==> config.mk <==
export PLATFORM = sky130hd
export DESIGN_NAME = mem_port_arbiter
export DESIGN_NICKNAME = d
export VERILOG_FILES = /design/src/rtl/mem_port_arbiter_pkg.sv /design/src/rtl/mem_arb_grant.sv /design/src/rtl/mem_port_arbiter.sv
export SDC_FILE = /design/constraint.sdc
export NUM_CORES = 1
export LEC_CHECK = 0
export ABC_AREA = 1
export CAP_MARGIN = 0
export CORE_ASPECT_RATIO = 2
export CORE_UTILIZATION = 25
export DETAILED_ROUTE_END_ITERATION = 16
export DONT_BUFFER_PORTS = 1
export GPL_TIMING_DRIVEN = 1
export SKIP_LAST_GASP = 1
export SLEW_MARGIN = 10
export SYNTH_ARGS = -nofsm -noshare
export SYNTH_HDL_FRONTEND = slang
export SYNTH_SLANG_ARGS = --single-unit
==> constraint.sdc <==
create_clock -name clk -period 3.7 [get_ports clk]
set_input_delay 0.74 -clock clk [delete_from_list [all_inputs] [get_ports clk]]
set_output_delay 0.74 -clock clk [all_outputs]
set_load 0.1 [all_outputs]
==> src/rtl/mem_port_arbiter_pkg.sv <==
// mem_port_arbiter_pkg
//   Shared definitions for the unified instruction/data RAM port arbiter:
//   default address/data widths, the NOP instruction returned to IF when no
//   fetch data is valid, and the encoding of the read-owner register.
package mem_port_arbiter_pkg;

  localparam int AW_DEF = 16;
  localparam int DW_DEF = 16;

  // Instruction word fed to IF/ID whenever no fetch data is returning.
  localparam logic [15:0] EXE_NOP_OP = 16'h0000;

  // Which requester owns the RAM read data arriving next cycle.
  typedef enum logic [1:0] {
    RD_NONE = 2'd0,
    RD_IF   = 2'd1,
    RD_MEM  = 2'd2
  } rd_owner_e;

endpackage

==> src/rtl/mem_arb_grant.sv <==
// mem_arb_grant
//   Combinational priority between the fetch and data requesters.
//   MEM normally wins a conflict; once IF has been denied STARVE_LIM
//   consecutive cycles IF wins instead.
// Ports:
//   if_req, mem_req  in   requests
//   starve_cnt       in   consecutive denied-fetch count (from the top)
//   if_gnt, mem_gnt  out  one-hot (or zero) grants
module mem_arb_grant
  import mem_port_arbiter_pkg::*;
#(
  parameter int STARVE_LIM = 4,
  parameter int SW         = 3
) (
  input  logic          if_req,
  input  logic          mem_req,
  input  logic [SW-1:0] starve_cnt,
  output logic          if_gnt,
  output logic          mem_gnt
);

  logic starved;

  always_comb begin
    starved = (starve_cnt == SW'(STARVE_LIM));
    if_gnt  = if_req && (!mem_req || starved);
    mem_gnt = mem_req && !(if_req && starved);
  end

endmodule

==> src/rtl/mem_port_arbiter.sv <==
// mem_port_arbiter
//   Shares the single-port unified RAM between instruction fetch (IF) and
//   load/store (MEM), one access per cycle. Issues the RAM command for the
//   granted requester, steers read data (one cycle later) back to whoever
//   issued the read, and raises per-stage stall requests.
// Ports:
//   clk, rst                        clock, synchronous active-high reset
//   if_req/if_addr -> if_gnt        fetch request / accept
//   if_rvalid/if_rdata              fetch return (NOP when not valid)
//   mem_req/we/addr/wdata -> gnt    data request / accept
//   mem_rvalid/mem_rdata            load return (0 when not valid)
//   stall_if, stall_mem             request && !grant
//   ram_ce/we/addr/wdata, ram_rdata RAM command and read data
//   conflict_cnt                    cycles with both requests; only counts
//                                   when MEM_ARB_STAT_EN is defined, else 0
module mem_port_arbiter
  import mem_port_arbiter_pkg::*;
#(
  parameter int AW         = AW_DEF,
  parameter int DW         = DW_DEF,
  parameter int STARVE_LIM = 4
) (
  input  logic          clk,
  input  logic          rst,
  input  logic          if_req,
  input  logic [AW-1:0] if_addr,
  output logic          if_gnt,
  output logic          if_rvalid,
  output logic [DW-1:0] if_rdata,
  input  logic          mem_req,
  input  logic          mem_we,
  input  logic [AW-1:0] mem_addr,
  input  logic [DW-1:0] mem_wdata,
  output logic          mem_gnt,
  output logic          mem_rvalid,
  output logic [DW-1:0] mem_rdata,
  output logic          stall_if,
  output logic          stall_mem,
  output logic          ram_ce,
  output logic          ram_we,
  output logic [AW-1:0] ram_addr,
  output logic [DW-1:0] ram_wdata,
  input  logic [DW-1:0] ram_rdata,
  output logic [15:0]   conflict_cnt
);

  localparam int SW = (STARVE_LIM < 1) ? 1 : $clog2(STARVE_LIM + 1);

  function automatic logic [SW-1:0] starve_sat_inc(input logic [SW-1:0] v);
    return (v == SW'(STARVE_LIM)) ? v : v + 1'b1;
  endfunction

  logic          if_gnt_raw;
  logic          mem_gnt_raw;
  logic [SW-1:0] starve_q, starve_d;
  rd_owner_e     rd_owner_q, rd_owner_d;

  mem_arb_grant #(
    .STARVE_LIM (STARVE_LIM),
    .SW         (SW)
  ) u_grant (
    .if_req     (if_req),
    .mem_req    (mem_req),
    .starve_cnt (starve_q),
    .if_gnt     (if_gnt_raw),
    .mem_gnt    (mem_gnt_raw)
  );

  always_comb begin
    // No RAM traffic while in reset; stalls still mirror the requests.
    if_gnt    = if_gnt_raw && !rst;
    mem_gnt   = mem_gnt_raw && !rst;
    stall_if  = if_req && !if_gnt;
    stall_mem = mem_req && !mem_gnt;

    ram_ce     = 1'b0;
    ram_we     = 1'b0;
    ram_addr   = '0;
    ram_wdata  = '0;
    rd_owner_d = RD_NONE;
    if (if_gnt) begin
      ram_ce     = 1'b1;
      ram_addr   = if_addr;
      rd_owner_d = RD_IF;
    end else if (mem_gnt) begin
      ram_ce   = 1'b1;
      ram_we   = mem_we;
      ram_addr = mem_addr;
      if (mem_we) ram_wdata = mem_wdata;
      else        rd_owner_d = RD_MEM;
    end

    starve_d = (if_req && !if_gnt) ? starve_sat_inc(starve_q) : '0;

    // A read granted just before reset must not surface during reset.
    if_rvalid  = (rd_owner_q == RD_IF) && !rst;
    mem_rvalid = (rd_owner_q == RD_MEM) && !rst;
    if_rdata   = if_rvalid ? ram_rdata : DW'(EXE_NOP_OP);
    mem_rdata  = mem_rvalid ? ram_rdata : '0;
  end

  // Grant -> return boundary: owner of next cycle's RAM read data.
  always_ff @(posedge clk) begin
    if (rst) begin
      rd_owner_q <= RD_NONE;
      starve_q   <= '0;
    end else begin
      rd_owner_q <= rd_owner_d;
      starve_q   <= starve_d;
    end
  end

`ifdef MEM_ARB_STAT_EN
  function automatic logic [15:0] sat16_inc(input logic [15:0] v);
    return (v == 16'hFFFF) ? v : v + 16'd1;
  endfunction

  logic [15:0] conflict_q, conflict_d;

  always_comb begin
    conflict_d = (if_req && mem_req) ? sat16_inc(conflict_q) : conflict_q;
  end

  always_ff @(posedge clk) begin
    if (rst) conflict_q <= '0;
    else     conflict_q <= conflict_d;
  end

  assign conflict_cnt = conflict_q;
`else
  assign conflict_cnt = '0;
`endif

endmodule
Word level (Yosys, flattened, before mapping). Cells that the tools add are included.

Flip-flop bits (word level): 5. Bits in latches: 0. Bits in writable memories: 0. ROM bits: 0. Input port bits: 69. Output and inout port bits: 88. Logic and storage cells: 40. Memories kept: 0.

Add/sub/neg operators: 1. Multiply operators: 0. Div/mod/pow operators: 0. $lt $le $gt $ge: 0. Equality and inequality tests: 3. Shift-type cells: 0. Mux-type cells: 14. Bitwise logic cells: 2. Reduce and logical (&&, ||, !) cells: 17.

Operators by type and width (number): $mux W16 (7); $logic_and A1 B1 Y1 (9); $mux W1 (6); $logic_not A1 Y1 (5); $add A3 B1 Y3 const B (1); $eq A3 B3 Y1 const B (1); $reduce_or A3 Y1 (1); $eq A2 B1 Y1 const B (1); $eq A2 B2 Y1 const B (1); $mux W2 (1); $not A1 Y1 (2); $reduce_or A2 Y1 (1); $logic_or A1 B1 Y1 (1).

Logic depth before layout (Yosys ltp). Gate-level depths: netlist of the first run.

Word-level depth: 8. Mapped depth: 7. Mapped depth without buffers: 7.

By module. A second synthesis of the first run with hierarchy kept.

Cells, all modules: 208. Area total of the unflattened synthesis: 1102.3 um^2.

By module, submodules not included: mem_port_arbiter (instances 1, cells an instance 200, area each 1068.5 um^2, seq. area each 100.1 um^2); mem_arb_grant (instances 1, cells an instance 8, area each 33.8 um^2, seq. area each 0.0 um^2).

Worst setup path before layout of the first run. OpenSTA, ideal clock, no wires.

Path type: in2out. Start point: input port rst. End point: output port stall_if. Arrival time: 3474 ps. Data required time: 2960 ps. Path slack: -514 ps. Stages on the path: 4. Buffers on the path: 0. Path through: inv_1 nand2_1 a21oi_1 nor2_1.

Longest elaborated chain between the ends: 4.

RTL lines: from (decl) (RTL line mem_port_arbiter.sv:24) `input logic rst,`; $logic_not A1 Y1 (RTL line mem_port_arbiter.sv:71) `if_gnt = if_gnt_raw && !rst;`; $logic_and A1 B1 Y1 (RTL line mem_port_arbiter.sv:71); via if_gnt (RTL line mem_port_arbiter.sv:27) `output logic if_gnt,`; $logic_not A1 Y1 (RTL line mem_port_arbiter.sv:73) `stall_if = if_req && !if_gnt;`; $logic_and A1 B1 Y1 (RTL line mem_port_arbiter.sv:73); to (decl) (RTL line mem_port_arbiter.sv:37) `output logic stall_if,`.

The timed path passes the listed nets, and every way through them passes these cells.

Worst setup path after layout of the first run.
Start point: register starve_q[0]. End point: output port stall_mem.

Longest elaborated chain between the ends: 7.

RTL lines: from (decl) (RTL line mem_port_arbiter.sv:55) `logic [SW-1:0] starve_q, starve_d;`; from (signal assigned) (RTL line mem_port_arbiter.sv:109) `starve_q <= starve_d;`; $eq A3 B3 Y1 (RTL line mem_arb_grant.sv:25) `starved = (starve_cnt == SW'(STARVE_LIM));`; $logic_and A1 B1 Y1 (RTL line mem_arb_grant.sv:27) `mem_gnt = mem_req && !(if_req && starved);`; $logic_not A1 Y1 (RTL line mem_arb_grant.sv:27); $logic_and A1 B1 Y1 (RTL line mem_arb_grant.sv:27); $logic_and A1 B1 Y1 (RTL line mem_port_arbiter.sv:72) `mem_gnt = mem_gnt_raw && !rst;`; $logic_not A1 Y1 (RTL line mem_port_arbiter.sv:74) `stall_mem = mem_req && !mem_gnt;`; $logic_and A1 B1 Y1 (RTL line mem_port_arbiter.sv:74); to (decl) (RTL line mem_port_arbiter.sv:38) `output logic stall_mem,`.

No other way between the ends.

==> metrics.txt, run 1 <==
largest net degree at the start of global routing=20; Avg Inst Size Synth=5.36 um2; CTS tree=yes; CP max stage cell=nand2_4; Internal Power=0.179 mW; die width=48.1 um; root buffer cell=clkbuf_8; vias in the first global route=1162; clock latency on the worst-skew pair=220 ps; Resize count post-CTS=0; Arrival @ worst endpoint=2030 ps; Fin. Hold Viols=0; crit-path max cell delay=390 ps; Via Count=1419; Final WS setup=935 ps; RePlAce Congestion=0.665; FF-to-FF path depth=5; Die Ht=94.1 um; Starting DRT DRC Count=12; Total Neg Setup Slack=0 ps; CP endpoint kind=output pin; Antenna Nets Post-Route=0; met3 routed WL=296 um; Max Freq=362 MHz; crit share post-route=74.7%; run status=finished clean; io pins=157; max cap viols=0; CP Class=register to output pin; Slew Viols, Final=0; Cell Pwr Density=305 nW/um2; crit-path most repeated cell=inv_1; peak supply drop=0.187 mV; leakage power=0.967 nW; final setup fails=0; share of cells above drive strength 1=51.3%; CTS sink cnt=5; crit-path cells=inv_1 -> ha_1 -> nand3_2 -> nand2_4 -> inv_1 -> nor2_2 -> buf_4; synthesized area=1060 um2; Clock Power Share=19.7%; number of synthesis warnings=0; Unique masters post-synth=20; DP HPWL=2860 um; sequential share of power=11.0%; Final Core Density=41.0%; Initial Utilization=26.0%; Seq/Total Area, Yosys=9.43%; H-tree depth=1; Final nets=335; CP top delay family=simple AND/OR/NAND/NOR gates; WP depth=7; global-route wire length before repair=4900 um; FP Rows=33; CP Launch Type=register; setup bufs post-CTS=0; Design Area, Final=1680 um2; core area=4090 um2; actual slew at the worst max-slew pin=818 ps; CTS Hold Bufs=0; Net Sw Frac=65.1%; crit path time final=2770 ps; initial antenna violation count=0; WHS Path Cells=1; met2 WL=2000 um; combinational fraction of design power=69.2%; Vias per Instance=4.50; final wirelength=3620 um; Rel. slew slack=45.4%; DRC=0; DR pass1 iterations=4; Pwr Total=0.512 mW; gr usage total=14.4%; Net Switching=0.334 mW; Placed Area=1630 um2; PortBufs=0; Clock Skew=0.497 ps; Overflow after GRT=0; Worst Path Required=2960 ps; synthesized instance count=198; CTS clock-pin slew for the worst setup and hold paths=30 ps; die area=4520 um2; RSZ-0062 raised after global routing=no; wire length per cell after detailed routing=11.5 um; Post-Place Worst Slack=985 ps; Synth Register Bits=5; dpl cells=311; crit-path max FO=19; Final Non-Filler Cells=315; Min-Delay Path Class=register to register; ant diodes=0; Top Layer Used=met4; Synth-to-Final Area Change=58.1%; number of buffers created by CTS=3; Fin Hold WS=446 ps; crit path buf inv count=3; Met1 Wirelength=1290 um; Max Root-Sink Buffers=2
==> cell usage after synthesis, drive strengths merged <==
library cell  instances  area (um2)
nand3                36         190
o21ai                 1        5.00
dfxtp                 5         100
nor2                 58         262
buf                  23         185
conb                  1        3.75
xnor2                 1        8.76
clkbuf                2        7.51
a21oi                 2        10.0
inv                  27         101
nand2                40         163
ha                    2        25.0
==> worst reg2reg max path, stage by stage (launching register included) <==
cell	delay (ps)
dfxtp_1	320
inv_1	60
ha_1	200
nand3_2	340
nand2_4	390
nor2_1	80
==> layout by cell type (no fill, tap or decap), types with 2 or more instances in the layout <==
cell      count
inv_1        26
nand3_1      34
clkbuf_8      3
nand3_2       2
conb_1       16
ha_1          2
nand2_2       2
dfxtp_1       5
nand2_1      37
buf_4        71
nor2_1        5
nor2_2       52
==> final timing paths <==
path / start / endpoint / slack [ps]
worst min register to register: starve_q[0] / starve_q[0] / 450
worst max register to register: starve_q[0] / rd_owner_q[1] / 2190
worst max-delay path: starve_q[0] / stall_mem / 930
worst min-delay path: starve_q[0] / starve_q[0] / 450
==> power groups by stage <==
| stage | clock network (mW) | registers [mW] | logic, mW |
|---|---|---|---|
| after floorplan | 0 | 0.0571 | 0.320 |
| after global placement | 0 | 0.0572 | 0.354 |
| after detailed placement | 0 | 0.0574 | 0.355 |
| after CTS | 0.103 | 0.0566 | 0.356 |
| after global routing | 0.107 | 0.0567 | 0.369 |
| final | 0.101 | 0.0566 | 0.355 |
==> area by class of cell <==
type                    count  area [um2]
fillers                   441        2410
clock buffers               4        45.0
well taps                  52        65.1
repair buffers             71         533
inverters                  27         101
flip-flops and latches      5         100
multi-input cells         156         833
==> cells by family after synthesis <==
family          count (synthesis)  synth area share, %
compound gates                  3                 1.41
flops                           5                 9.43
fa+ha+maj                       2                 2.36
simple gates                  134                 57.9
buf+inv                        52                 27.7
xor+xnor                        1                0.826
other cells                     1                0.353
==> metal layers <==
layer  vias to the layer above  track usage (%)
li1                        696                -
met1                       621             14.4
met2                        99             28.0
met3                         3             1.54
met4                         0             3.70
met5                         -                0
==> registers in the layout, indices dropped and copies added (netlist names) <==
register	cells
rd_owner_q	2
starve_q	3
(Power assumes the default switching activity.)
==> inputs of run 2 (changes only) <==
==> constraint.sdc (replaced) <==
create_clock -name clk -period 2.6 [get_ports clk]
set_input_delay 0.52 -clock clk [delete_from_list [all_inputs] [get_ports clk]]
set_output_delay 0.52 -clock clk [all_outputs]
set_load 0.1 [all_outputs]
==> run 2 against run 1 <==
Worst hold slack worse by 53 ps; power up 46%; global-route usage up 0.47 points; critical endpoint is now ram_addr[7]; highest routed layer unchanged.
==> metrics.txt, run 2 (synthesis gave the netlist of run 1 again) <==
largest net degree at the start of global routing=20; die area=4520 um2; Fin. Hold Viols=0; clock latency on the worst-skew pair=220 ps; DP HPWL=3010 um; Reg with most FFs=starve_q; setup bufs post-CTS=0; commonest non-fill, non-tap cells in the layout=buf_4, nor2_2, nand2_1, nand3_1, inv_1; wire length per cell after detailed routing=11.5 um; CP Launch Type=register; H-tree depth=1; Max Freq=417 MHz; crit path time final=2400 ps; Total Neg Setup Slack=0 ps; DR pass1 iterations=4; gr usage total=14.8%; Initial Utilization=26.0%; Max Root-Sink Buffers=2; CTS sink cnt=5; Pwr Total=0.749 mW; RSZ-0062 raised after global routing=no; crit share post-route=92.2%; Cell Pwr Density=422 nW/um2; Fillers=411; CP Class=register to output pin; Final Core Density=43.5%; share of cells above drive strength 1=51.7%; die width=48.1 um; run status=finished clean; Die Ht=94.1 um; Vias per Instance=4.36; crit-path max FO=17; global-route wire length before repair=4990 um; commonest non-fill, non-tap cell in the layout=buf_4; io pins=157; final wirelength=3650 um; Starting DRT DRC Count=22; Via Count=1382; CTS tree=yes; PortBufs=0; max cap viols=0; number of buffers created by CTS=3; Final nets=337; Slew Viols, Final=0; Antenna Nets Post-Route=0; core area=4090 um2; ant diodes=0; Clock Skew=3.21 ps; CP endpoint kind=output pin; Arrival @ worst endpoint=1880 ps; final setup fails=0; CTS clock-pin slew for the worst setup and hold paths=40 ps; Synth-to-Final Area Change=67.5%; Overflow after GRT=0; root buffer cell=clkbuf_8; initial antenna violation count=0; FP Rows=33; Worst Path Required=2080 ps; leakage power=0.998 nW; peak supply drop=0.332 mV; max reg flops=3; Min-Delay Path Class=input port to register; vias in the first global route=1149; Largest regs=starve_q: 3 flops, rd_owner_q: 2 flops; DRC=0; RePlAce Congestion=0.700; Final Non-Filler Cells=317; dpl cells=313
-- run 2: cell types whose count changed in the layout (fill, tap and decap cells not counted), sizes merged --
| cell | delta |
|---|---|
| buf | +2 |
-- run 2: final timing paths --
kind                                   from  cells past startpoint       endpoint  slack, ps
worst min register to register  starve_q[0]                      1    starve_q[0]        450
worst max-delay path            starve_q[1]                      7    ram_addr[7]        200
worst max register to register  starve_q[1]                      7    starve_q[1]       1170
worst min-delay path                mem_req                      1  rd_owner_q[0]        390
-- run 2: cell type report --
type | count | area, um2 | share of cell area (%)
clock buffers | 4 | 45.0 | 2.54
inverters | 27 | 101 | 5.70
multi-input cells | 156 | 855 | 48.1
flip-flops and latches | 5 | 100 | 5.63
well taps | 52 | 65.1 | 3.66
repair buffers | 73 | 611 | 34.4
-- run 2: report_power, final --
part | switching (mW) | leakage [nW] | total, mW | internal, mW
clock network | 0.0388 | 0.0228 | 0.144 | 0.105
logic | 0.440 | 0.934 | 0.524 | 0.0845
registers | 0.00119 | 0.0408 | 0.0805 | 0.0793
total | 0.480 | 0.998 | 0.749 | 0.269
-- run 2: stage by stage --
step	hold WS, ps	instance area, um2	worst slack (ps)
2_1_floorplan	417	1190	-365
3_3_place_gp	433	1720	387
3_5_place_dp	445	1720	313
4_1_cts	393	1760	49.9
5_1_grt	391	1780	40.1
6_report	394	1780	204
-- run 2: layer usage --
layer	track usage, %	wire length [um]	vias up
li1	-	-	701
met1	13.5	1220	596
met2	30.0	2140	82
met3	3.08	258	3
met4	2.78	21	0
met5	0	0	-
-- run 2: critical path, stage by stage, from the launching register on --
cell and delay (ps):
dfxtp_1 320, inv_1 70, ha_1 240, nand2_1 180, nand2_2 320, nand3_1 130, nand2_1 100, buf_4 280
-- run 2: timing repair --
item                                    in CTS  in global routing
resized for setup                            0                  2
hold buffers                                 0                  0
hold endpoints to repair                     0                  0
endpoints found under the setup margin       0                  2
==> edit 1, RTL diff (settings of run 1) <==
`STARVE_LIM` is set to 4 in 2 places; all go to 8.
--- a/src/rtl/mem_arb_grant.sv
+++ b/src/rtl/mem_arb_grant.sv
@@ -11,3 +11,3 @@
 #(
-  parameter int STARVE_LIM = 4,
+  parameter int STARVE_LIM = 8,
   parameter int SW         = 3
--- a/src/rtl/mem_port_arbiter.sv
+++ b/src/rtl/mem_port_arbiter.sv
@@ -20,3 +20,3 @@
   parameter int DW         = DW_DEF,
-  parameter int STARVE_LIM = 4
+  parameter int STARVE_LIM = 8
 ) (
Function: changed (a bounded check fails within 10 cycles, from zero or initial values and one cycle with rst high).
==> edit 1 against run 1 <==
Area after synthesis up 2.4%; die area increased by 2.3%; critical path depth stayed put; design area up 3.4%; wire length is 1.1% lower; non-clock buffer count unchanged; sequential cell count grew 1; sequential share of layout area grew 0.96 points; count of clock-buffer cells in the layout decreased by 1; setup slack better by 0.0029 ns; highest routed layer unchanged; power grew 1.6%; synthesized cell count up 2.0%.
==> edit 1: results (changes against run 1) <==
[clock_tree]
ctsLongestPathBuffers=2  ; unchanged
clkTransAtPathRegs_ns=0.03  ; about the same
cts_root_buf=clkbuf_8

[layout]
drive_gt1_frac=0.511  ; -0.00203
buf_share=0.307  ; -0.0105
fin_nets=339  ; +1.2%
inv_count=29  ; +7.4%
multi_input_area_um2=867  ; +4.1%
nMultiInputCombCells=157  ; +0.64%
clock_buffers=3  ; -1
clkCellAreaFrac=0.0238  ; -0.00305
seq_area_um2=120  ; +20%
fillers=431  ; -2.3%
top_regs=starve_q: 4 flops, rd_owner_q: 2 flops

[routing]
drtIter0Drc=12  ; unchanged
via_count=1438  ; +1.3%
wl_met2_mm=2.01  ; +0.80%
wl_met1_mm=1.23  ; -5.2%
route.met3.wl_um=293  ; -1.0%
totalWireLength_mm=3.58  ; -1.1%

[worst_setup_path]
timing.rr.end=rd_owner_q[1]
crit_start=starve_q[1]
cpPeakStageDelay_ns=0.36  ; -0.03 ns
r2r_setup_slack_ns=2.21  ; +0.02 ns

[grt]
grt_max_degree=20  ; unchanged
grtUsageMet2=0.293  ; +0.0124
grt_use_met1=0.143  ; -0.00135
use_met3=0.0175  ; +0.00216
grt_pass1_vias=1250  ; +7.6%
grt_first_pass_wirelength_mm=5.36  ; +9.4%
grt_usage=0.144  ; +0.000829

[timing]
period_share=0.747  ; -0.000771
skew_ns=0.00249  ; +0.00199 ns
worst_pin_slew_ns=0.818  ; +0.000858 ns

[synth]
synth_xor_area_frac=0.00806  ; -0.000190
synth-compound-area-share=0.0230  ; +0.00889
synth.area.mux_share=0  ; unchanged
ys_seq_area_frac=0.111  ; +0.0163
ys_types=21  ; +5.0%
synth_commonest_cells=nor2_1 (55), nand2_1 (34), nand3_1 (34), inv_1 (28), buf_4 (18)
synth.area.top_cells=nor2_1 (19%), nand3_1 (16%), buf_4 (12%)
synth-seq-cells=6  ; +1
synth_fa_ha_area_frac=0.0230  ; -0.000543

[power]
ir_worst_vdd_mv=0.177  ; -4.9%
leakage_uw=0.000957  ; -1.0%

[outcome]
status=finished, final reports clean

[place]
gp_congestion=0.746  ; +12%
dpl.hpwl_mm=2.91  ; +1.7%

==> edit 1: cell count changes after synthesis, moves of 2 or more <==
| cell | before | now |
|---|---|---|
| a21oi_1 | 2 | 5 |
| nand2_1 | 37 | 34 |
| nor2_1 | 46 | 55 |
| nor2_2 | 11 | 0 |
| buf_6 | 4 | 2 |
| inv_1 | 26 | 28 |
| nand4_1 | 0 | 2 |
| buf_2 | 1 | 4 |
==> edit 1: where the power goes <==
group          leakage [µW]  switching, µW  internal, µW
sequential        0.0000488           1.10          66.5
clock             0.0000216           29.7          70.0
combinational      0.000887            304          49.3
total              0.000957            335           186
==> edit 1: per-stage QoR <==
| stage | cell area, µm² | instances | utilization | setup slack, ns |
|---|---|---|---|---|
| final | 1740 | 318 | 0.420 | 0.937 |
| after detailed placement | 1690 | 315 | 0.410 | 0.978 |
| after global placement | 1690 | 315 | 0.410 | 0.989 |
| after CTS | 1740 | 318 | 0.420 | 0.918 |
| after global routing | 1740 | 318 | 0.420 | 0.787 |
| after floorplan | 1150 | 217 | - | 0.145 |
==> edit 1: worst min-delay path by stage <==
| stage | end | from | depth (start not counted) | slack (ns) |
|---|---|---|---|---|
| 2_1_floorplan | starve_q[0] | starve_q[0] | 1 | 0.44 |
| 3_3_place_gp | starve_q[0] | starve_q[0] | 1 | 0.46 |
| 3_5_place_dp | starve_q[0] | starve_q[0] | 1 | 0.47 |
| 4_1_cts | starve_q[0] | starve_q[0] | 1 | 0.48 |
| 5_1_grt | starve_q[0] | starve_q[0] | 1 | 0.51 |
| 6_report | starve_q[0] | starve_q[0] | 1 | 0.48 |
==> edit 1: cell families after synthesis <==
group	Yosys count
AND/OR/NAND/NOR	133
buffers and inverters	54
flip-flops	6
AO/OA/AOI/OAI	5
adder cells (fa/ha/maj)	2
XOR/XNOR	1
other	1
==> edit 2, RTL diff (config.mk and constraints of run 1) <==
Without the edit above. Re-encode `rd_owner_e` (3 values) as one-hot, 3 bits wide.
--- a/src/rtl/mem_port_arbiter_pkg.sv
+++ b/src/rtl/mem_port_arbiter_pkg.sv
@@ -13,6 +13,6 @@
   // Which requester owns the RAM read data arriving next cycle.
-  typedef enum logic [1:0] {
-    RD_NONE = 2'd0,
-    RD_IF   = 2'd1,
-    RD_MEM  = 2'd2
+  typedef enum logic [2:0] {
+    RD_NONE = 3'b001,
+    RD_IF   = 3'b010,
+    RD_MEM  = 3'b100
   } rd_owner_e;
Behaviour: no difference found for any inputs over 10 cycles, from zero or initial values and one cycle with rst high; not proved beyond that.
==> edit 2 against run 1 <==
Critical path depth unchanged; wire length fell by 11%; hold slack improved by 0.0018 ns; clock power is 7% lower; area after synthesis up 6.0%; design area up 5.6%; register-to-register slack gained 0.18 ns; sequential cell count rose by 1; non-clock buffer count fell by 1; core utilization decreased by 0.22 points; largest power group unchanged; power decreased by 4.9%; setup slack improved by 0.099 ns.
==> edit 2: results (changes against run 1) <==
[outcome]
status=finished, final reports clean

[layout]
fin_nets=339  ; +1.2%
top_regs=rd_owner_q: 3 flops, starve_q: 3 flops
fillers=437  ; -0.91%
drive_gt1_frac=0.564  ; +0.0506

[synth]
ys_types=21  ; +5.0%
ys_seq_area_frac=0.107  ; +0.0124
synth_commonest_cells=nor2_1 (54), inv_1 (47), nand2_1 (22), nand3_1 (18), buf_4 (17)
synth.area.top_cells=nor2_1 (18%), inv_1 (16%), buf_4 (11%)

[routing]
totalWireLength_mm=3.20  ; -11%
drtIter0Drc=10  ; -2
via_count=1387  ; -2.3%

[worst_setup_path]
cp_max_fo=35  ; +16
arrival_ns=1.93  ; -0.10 ns
r2r_setup_slack_ns=2.37  ; +0.18 ns
timing.rr.end=starve_q[2]

[power]
leakage_uw=0.00102  ; +5.4%

[timing]
max-slew-margin-rel=0.454  ; -0.000587
holdWs_ns=0.448  ; +0.00185 ns

[place]
dpl.hpwl_mm=2.82  ; -1.2%
gp_congestion=0.827  ; +24%

[grt]
grt_max_degree=36  ; +80%
grt_usage=0.133  ; -0.0107
grt_pass1_vias=1287  ; +11%
grt_first_pass_wirelength_mm=5.10  ; +4.1%

[clock_tree]
cts_htree_levels=1  ; unchanged

[edit 2: changes by cell type after synthesis, moves of 7 or more]
cell / run 1 / this run
o21ai_2: 0 / 7
inv_1: 26 / 47
nand3_1: 34 / 18
nor2_1: 46 / 54
nor2_2: 11 / 1
nand2_1: 37 / 22
[edit 2: area by class of cell]
cell class,instances,area share
Inverter,49,0.104
Timing Repair Buffer,70,0.297
Clock buffer,3,0.0233
Tap cell,54,0.0381
Multi-Input combinational cell,138,0.470
Sequential cell,6,0.0678
[edit 2: critical path, delay by kind of cell, from the launching register on]
kind,cells,cell delay (ns)
fa+ha+maj,1,0.18
flops,1,0.32
buf+inv,3,0.50
simple gates,3,0.71
[edit 2: per-stage QoR]
step | worst slack (ns) | cell area, µm² | std cells
finish | 1.03 | 1770 | 320
global placement | 1.09 | 1730 | 317
detailed placement | 1.07 | 1730 | 317
CTS | 1.01 | 1770 | 320
global route | 0.918 | 1770 | 320
floorplan | -0.145 | 1180 | 218
[edit 2: worst max path at each step]
stage	end	slack [ns]
2_1_floorplan	ram_addr[0]	-0.14
4_1_cts	stall_mem	1.01
3_5_place_dp	mem_rvalid	1.07
6_report	stall_mem	1.03
5_1_grt	stall_mem	0.92
3_3_place_gp	mem_rvalid	1.09
[edit 2: metal layers]
layer  track usage  part of all wire  vias to the layer above
met1         0.106              0.31                      569
met3        0.0299              0.13                        2
li1              -                 -                      685
met2         0.279              0.55                      131
met4        0.0593             0.012                        0
met5             0                 0                        -
[edit 2: kinds of logic after synthesis]
| family | count (synthesis) | synth area share |
|---|---|---|
| buf+inv | 74 | 0.346 |
| fa+ha+maj | 2 | 0.0222 |
| flops | 6 | 0.107 |
| compound gates | 17 | 0.0990 |
| other cells | 1 | 0.00333 |
| simple gates | 102 | 0.415 |
| xor+xnor | 1 | 0.00779 |
[edit 2: power by group]
part / internal (µW) / total [µW] / leakage [µW] / switching [µW]
Combinational: 45.5 / 324 / 0.000948 / 279
Sequential: 67.3 / 68.5 / 0.0000491 / 1.21
Clock: 69.6 / 94.2 / 0.0000216 / 24.7
Total: 182 / 487 / 0.00102 / 305
